File: src/rtl/audio_mode_sequencer_if.sv
// Handshake and strobe bundle between user/config logic and the audio mode sequencer.
// The master side issues mode requests; the slave side (the sequencer) returns
// status, sample strobes, the generator control word and the mute gate.
interface audio_mode_sequencer_if;
    logic       mode_req;
    logic [1:0] mode_sel;
    logic       mode_ack;
    logic       busy;
    logic       sample_end;
    logic       sample_req;
    logic [3:0] control;
    logic       mute;

    modport master (
        output mode_req, mode_sel,
        input  mode_ack, busy, sample_end, sample_req, control, mute
    );

    modport slave (
        input  mode_req, mode_sel,
        output mode_ack, busy, sample_end, sample_req, control, mute
    );
endinterface

File: src/rtl/audio_mode_sequencer.sv
// Audio mode sequencer: divides clk into sample periods, emits the ADC/DAC
// sample strobes and walks the generator through click-free mode changes
// (mute, switch on a sample boundary, mute, release).
module audio_mode_sequencer #(
    parameter int DIV          = 16,
    parameter int MUTE_SAMPLES = 4
) (
    input  logic                         clk,
    input  logic                         reset_n,
    audio_mode_sequencer_if.slave        bus
);

    localparam int                 CNT_W    = (DIV <= 2) ? 1 : $clog2(DIV);
    localparam logic [CNT_W-1:0]   CNT_LAST = CNT_W'(DIV - 1);
    localparam logic [CNT_W-1:0]   CNT_END  = CNT_W'(DIV - 2);
    localparam logic [7:0]         MS_LAST  = 8'(MUTE_SAMPLES - 1);
    localparam bit                 NO_MUTE  = (MUTE_SAMPLES == 0);

    typedef enum logic [2:0] {
        S_RUN,
        S_MUTE_OUT,
        S_SWITCH,
        S_MUTE_IN,
        S_DONE
    } state_t;

    logic [CNT_W-1:0] cnt;
    logic             sample_end_r;
    logic             sample_req_r;

    state_t           state;
    logic [1:0]       target;
    logic [7:0]       mcnt;
    logic [3:0]       control_r;
    logic             busy_r;
    logic             mute_r;
    logic             ack_r;

    // Map a requested mode code onto the generator's SINE/FEEDBACK bits;
    // reserved code 3 is treated as silence so 2'b11 can never be driven.
    function automatic logic [1:0] encode(input logic [1:0] sel);
        case (sel)
            2'd1:    encode = 2'b01;
            2'd2:    encode = 2'b10;
            default: encode = 2'b00;
        endcase
    endfunction

    // Free-running sample divider; strobes are registered so they trail the count by one cycle.
    always_ff @(posedge clk or negedge reset_n) begin
        if (!reset_n) begin
            cnt          <= '0;
            sample_end_r <= 1'b0;
            sample_req_r <= 1'b0;
        end else begin
            cnt          <= (cnt == CNT_LAST) ? '0 : cnt + 1'b1;
            sample_end_r <= (cnt == CNT_END);
            sample_req_r <= (cnt == CNT_LAST);
        end
    end

    // Mode-change sequencer with registered status, mute and control outputs.
    always_ff @(posedge clk or negedge reset_n) begin
        if (!reset_n) begin
            state     <= S_RUN;
            target    <= 2'b00;
            mcnt      <= 8'd0;
            control_r <= 4'b0000;
            busy_r    <= 1'b0;
            mute_r    <= 1'b0;
            ack_r     <= 1'b0;
        end else begin
            ack_r <= 1'b0;
            case (state)
                S_RUN: begin
                    if (bus.mode_req && !busy_r) begin
                        if (encode(bus.mode_sel) == control_r[1:0]) begin
                            ack_r <= 1'b1;
                        end else begin
                            target <= encode(bus.mode_sel);
                            mcnt   <= 8'd0;
                            busy_r <= 1'b1;
                            mute_r <= !NO_MUTE;
                            state  <= NO_MUTE ? S_SWITCH : S_MUTE_OUT;
                        end
                    end
                end
                S_MUTE_OUT: begin
                    if (sample_req_r) begin
                        if (mcnt == MS_LAST) begin
                            mcnt  <= 8'd0;
                            state <= S_SWITCH;
                        end else begin
                            mcnt <= mcnt + 8'd1;
                        end
                    end
                end
                S_SWITCH: begin
                    control_r <= {2'b00, target};
                    if (NO_MUTE) begin
                        ack_r <= 1'b1;
                        state <= S_DONE;
                    end else begin
                        state <= S_MUTE_IN;
                    end
                end
                S_MUTE_IN: begin
                    if (sample_req_r) begin
                        if (mcnt == MS_LAST) begin
                            mcnt  <= 8'd0;
                            ack_r <= 1'b1;
                            state <= S_DONE;
                        end else begin
                            mcnt <= mcnt + 8'd1;
                        end
                    end
                end
                S_DONE: begin
                    busy_r <= 1'b0;
                    mute_r <= 1'b0;
                    state  <= S_RUN;
                end
                default: begin
                    busy_r <= 1'b0;
                    mute_r <= 1'b0;
                    state  <= S_RUN;
                end
            endcase
        end
    end

    assign bus.sample_end = sample_end_r;
    assign bus.sample_req = sample_req_r;
    assign bus.control    = control_r;
    assign bus.busy       = busy_r;
    assign bus.mute       = mute_r;
    assign bus.mode_ack   = ack_r;

endmodule

File: src/flat_wrapper.sv
// flat-port wrapper written by rule: the top's interface ports become plain ports
module audio_mode_sequencer_flat 
#(
    parameter int DIV          = 16,
    parameter int MUTE_SAMPLES = 4
)
  (clk, reset_n, bus_mode_req, bus_mode_sel, bus_mode_ack, bus_busy, bus_sample_end, bus_sample_req, bus_control, bus_mute);
  audio_mode_sequencer_if bus_i ();
  input  logic clk;
  input  logic reset_n;
  input wire logic [$bits(bus_i.mode_req)-1:0] bus_mode_req;
  input wire logic [$bits(bus_i.mode_sel)-1:0] bus_mode_sel;
  output wire logic [$bits(bus_i.mode_ack)-1:0] bus_mode_ack;
  output wire logic [$bits(bus_i.busy)-1:0] bus_busy;
  output wire logic [$bits(bus_i.sample_end)-1:0] bus_sample_end;
  output wire logic [$bits(bus_i.sample_req)-1:0] bus_sample_req;
  output wire logic [$bits(bus_i.control)-1:0] bus_control;
  output wire logic [$bits(bus_i.mute)-1:0] bus_mute;
  assign bus_i.mode_req = bus_mode_req;
  assign bus_i.mode_sel = bus_mode_sel;
  assign bus_mode_ack = bus_i.mode_ack;
  assign bus_busy = bus_i.busy;
  assign bus_sample_end = bus_i.sample_end;
  assign bus_sample_req = bus_i.sample_req;
  assign bus_control = bus_i.control;
  assign bus_mute = bus_i.mute;
  audio_mode_sequencer #(.DIV(DIV), .MUTE_SAMPLES(MUTE_SAMPLES)) u_core (.clk(clk), .reset_n(reset_n), .bus(bus_i));
endmodule
File: config.mk
export PLATFORM = sky130hd
export DESIGN_NAME = audio_mode_sequencer_flat
export DESIGN_NICKNAME = d
export VERILOG_FILES = /design/src/rtl/audio_mode_sequencer_if.sv /design/src/rtl/audio_mode_sequencer.sv /design/src/flat_wrapper.sv
export SDC_FILE = /design/constraint.sdc
export NUM_CORES = 1
export LEC_CHECK = 0
export BUFFER_PORTS_ARGS = -buffer_cell sky130_fd_sc_hd__buf_2
export CORE_UTILIZATION = 50
export CTS_CLUSTER_DIAMETER = 200
export DETAILED_ROUTE_END_ITERATION = 10
export HOLD_SLACK_MARGIN = 0.02
export PLACE_DENSITY_LB_ADDON = 0.25
export SYNTH_ARGS = -nofsm -noshare
export SYNTH_HDL_FRONTEND = slang
export SYNTH_SLANG_ARGS = --single-unit
File: constraint.sdc
create_clock -name clk -period 2.6 [get_ports clk]
set_clock_uncertainty 0.2 [all_clocks]
set_input_delay 0.52 -clock clk [delete_from_list [all_inputs] [get_ports clk]]
set_output_delay 0.52 -clock clk [all_outputs]
set_load 0.01 [all_outputs]
==> impl_metrics.yaml <==
synthesis:
  synthCells: 112
  async_reset_ff_frac: 1.00
  synth_top_cell_by_area: "dfrtp_1"
  synth.area.top_cells: "dfrtp_1 49%, o21ai_0 5.1%, ha_1 3.2%, nor2_1 3.2%, o31ai_1 3.2%"
  synth_edf_count: 0
  syn_area_per_cell_um2: 10.6
  netlist-cell-type-count: 38
  yosysWarnings: 0
  ys_seq_area_frac: 0.485
  post-synth-top-count-cell: "dfrtp_1"
  synth_ff_type: "dfrtp_1"
  post_synth_most_frequent_cells: "23 x dfrtp_1, 12 x o21ai_0, 10 x nor2_1"
  yosysTopAreaCellShare: 0.485
  ys_seq_elements: 23
  syn_area_mm2: 0.00119
die:
  die_h_um: 50.7
  fp.dieW_um: 50.7
  die_area_mm2: 0.00257
  core_mm2: 0.00223
  io_pins: 14
  start_util: 0.531
  rows: 17
place:
  portBuffers: 11
  place_inst: 150
  hpwlAfterDp_um: 1570
  place_area_mm2: 0.00126
  dpl_worst_slack_ns: 0.324
  gp_congestion: 0.805
detailed_routing:
  drt_iter0_drc: 9
  first_pass_iters: 4
  routed_via_density: 5.77
  vias: 894
  drc: 0
  drt_wl_total_um: 2080
  ant_nets: 0
  wire_per_inst_um: 13.4
clocking:
  clock_latency_ns: 0.31
  clock_path_buffers: 2
  root_buffer: "clkbuf_4"
  cts_buffers: 3
  clock_sink_count: 23
  cts_setup_buffers: 0
  path_clk_slew_ns: 0.12
  cts_tree: "built"
  htreeDepth: 1
power_and_ir_drop:
  p_leak_uw: 0.000639
  p_per_area_mw_per_mm2: 420
  ir_drop_mv: 0.230
  finalPower_uw: 544
job:
  maxCapViolCount: 0
grt:
  grt_use_met3: 0.0273
  use_met1: 0.231
  grt_pass1_wl_um: 3640
  grt_usage: 0.190
  antenna_found_initial: 0
  grt_max_degree: 24
  overflow: 0
  grt_use_met2: 0.331
  grt_pass1_vias: 843
  top_usage_layer: "met2"
timing:
  final_max_slew_viol_count: 0
  layout_setup_ws_ns: 0.333
  fin_tns_setup_ns: 0
  finalSetupViolations: 0
  hold_violations: 0
  rsz0062_at_grt: "false"
  timing.final.crit_share: 0.872
  max_freq_mhz: 441
  fin_crit_ns: 2.27
setup_path:
  crit_fanout: 8
  r2r_end: "u_core.mcnt[6]"
  crit_start: "u_core.mcnt[0]"
  required_ns: 2.59
  timing.rr.start: "u_core.mcnt[0]"
  crit_path_start_kind: "flop"
  r2r_slack_ns: 0.33
  reg2reg_depth: 6
  cp.arrival_ns: 2.26
  path_class: "reg -> reg"
  end_kind: "flop"
  critPathCapture: "u_core.mcnt[6]"
finish:
  final_nets: 136
  final_area_mm2: 0.00130
  regArea_um2: 576
  multi_input_area_um2: 554
  instances_no_fill: 155
  diodes: 0
  synthToLayoutAreaGrowth_pct: 9.39
  n_fill_cell: 187
  drive_above_1_share: 0.205
status:
  status: "finished clean"
hold_path:
  hold_class: "in -> reg"
==> state kept, by name, indices dropped and copies added, names as in the netlist, 2 cells and up <==
| name | cells |
|---|---|
| u_core.bus.control | 2 |
| u_core.cnt | 4 |
| u_core.mcnt | 8 |
| u_core.state | 3 |
| u_core.target | 2 |
==> metal layers <==
layer,up-vias,part of all wire
met5,-,0
li1,424,-
met2,36,0.49
met4,0,0.023
met1,425,0.44
met3,9,0.050
==> worst min path at each step <==
stage,start,to,cells after the start
6_report,bus_mode_req,u_core.bus.mute,3
5_1_grt,bus_mode_req,u_core.bus.mute,3
4_1_cts,bus_mode_req,u_core.bus.mute,3
3_5_place_dp,u_core.mcnt[7],u_core.mcnt[7],1
3_3_place_gp,u_core.cnt[3],u_core.cnt[3],1
2_1_floorplan,reset_n,u_core.bus.control[0],0
==> timing repair <==
item | in CTS | in global routing
hold endpoints to repair | 23 | 0
hold buffers | 1 | 0
gates resized for setup | 0 | 0
==> critical path: stages (launching register included) <==
cell and delay (ns):
dfrtp_1 0.41, ha_1 0.25, or4b_1 0.50, o31ai_2 0.19
buf_4 0.19, or2_1 0.27, o41ai_2 0.13
==> cells by family after synthesis <==
family	Yosys count	synth area share
simple gates	43	0.224
compound gates	26	0.165
flops	23	0.485
buf+inv	11	0.0506
fa+ha+maj	3	0.0316
xor+xnor	3	0.0222
mux	2	0.0190
other cells	1	0.00316
==> per-stage QoR <==
stage,hold WS (ns),util
after floorplan,0.0244,-
after global placement,0.278,0.565
after detailed placement,0.280,0.565
after CTS,0.303,0.581
after global routing,0.320,0.581
final,0.305,0.581
==> report_power, final <==
part	switching (uW)	total [uW]	internal, uW	leakage [uW]
registers	0	358	358	0.000291
logic	15.4	24.4	9.01	0.000333
clock network	102	162	59.9	0.0000150
total	118	544	426	0.000639
==> placed cells by master, fill, tap and decap left out, types with 3 or more instances in the layout <==
| cell type | instances |
|---|---|
| o31ai_1 | 5 |
| and3_1 | 3 |
| buf_2 | 11 |
| dfrtp_1 | 23 |
| inv_1 | 7 |
| clkbuf_4 | 3 |
| nand2_1 | 5 |
| nand3_1 | 4 |
| ha_1 | 3 |
| o21ai_0 | 12 |
| nor2_1 | 10 |
| nor2b_1 | 4 |
==> layout make-up <==
class,instances,area share
clock buffers,4,0.0203
inverters,7,0.0203
multi-input cells,79,0.427
flip-flops and latches,23,0.444
well taps,28,0.0270
repair buffers,14,0.0617
Power figures use the tool's default switching activity.
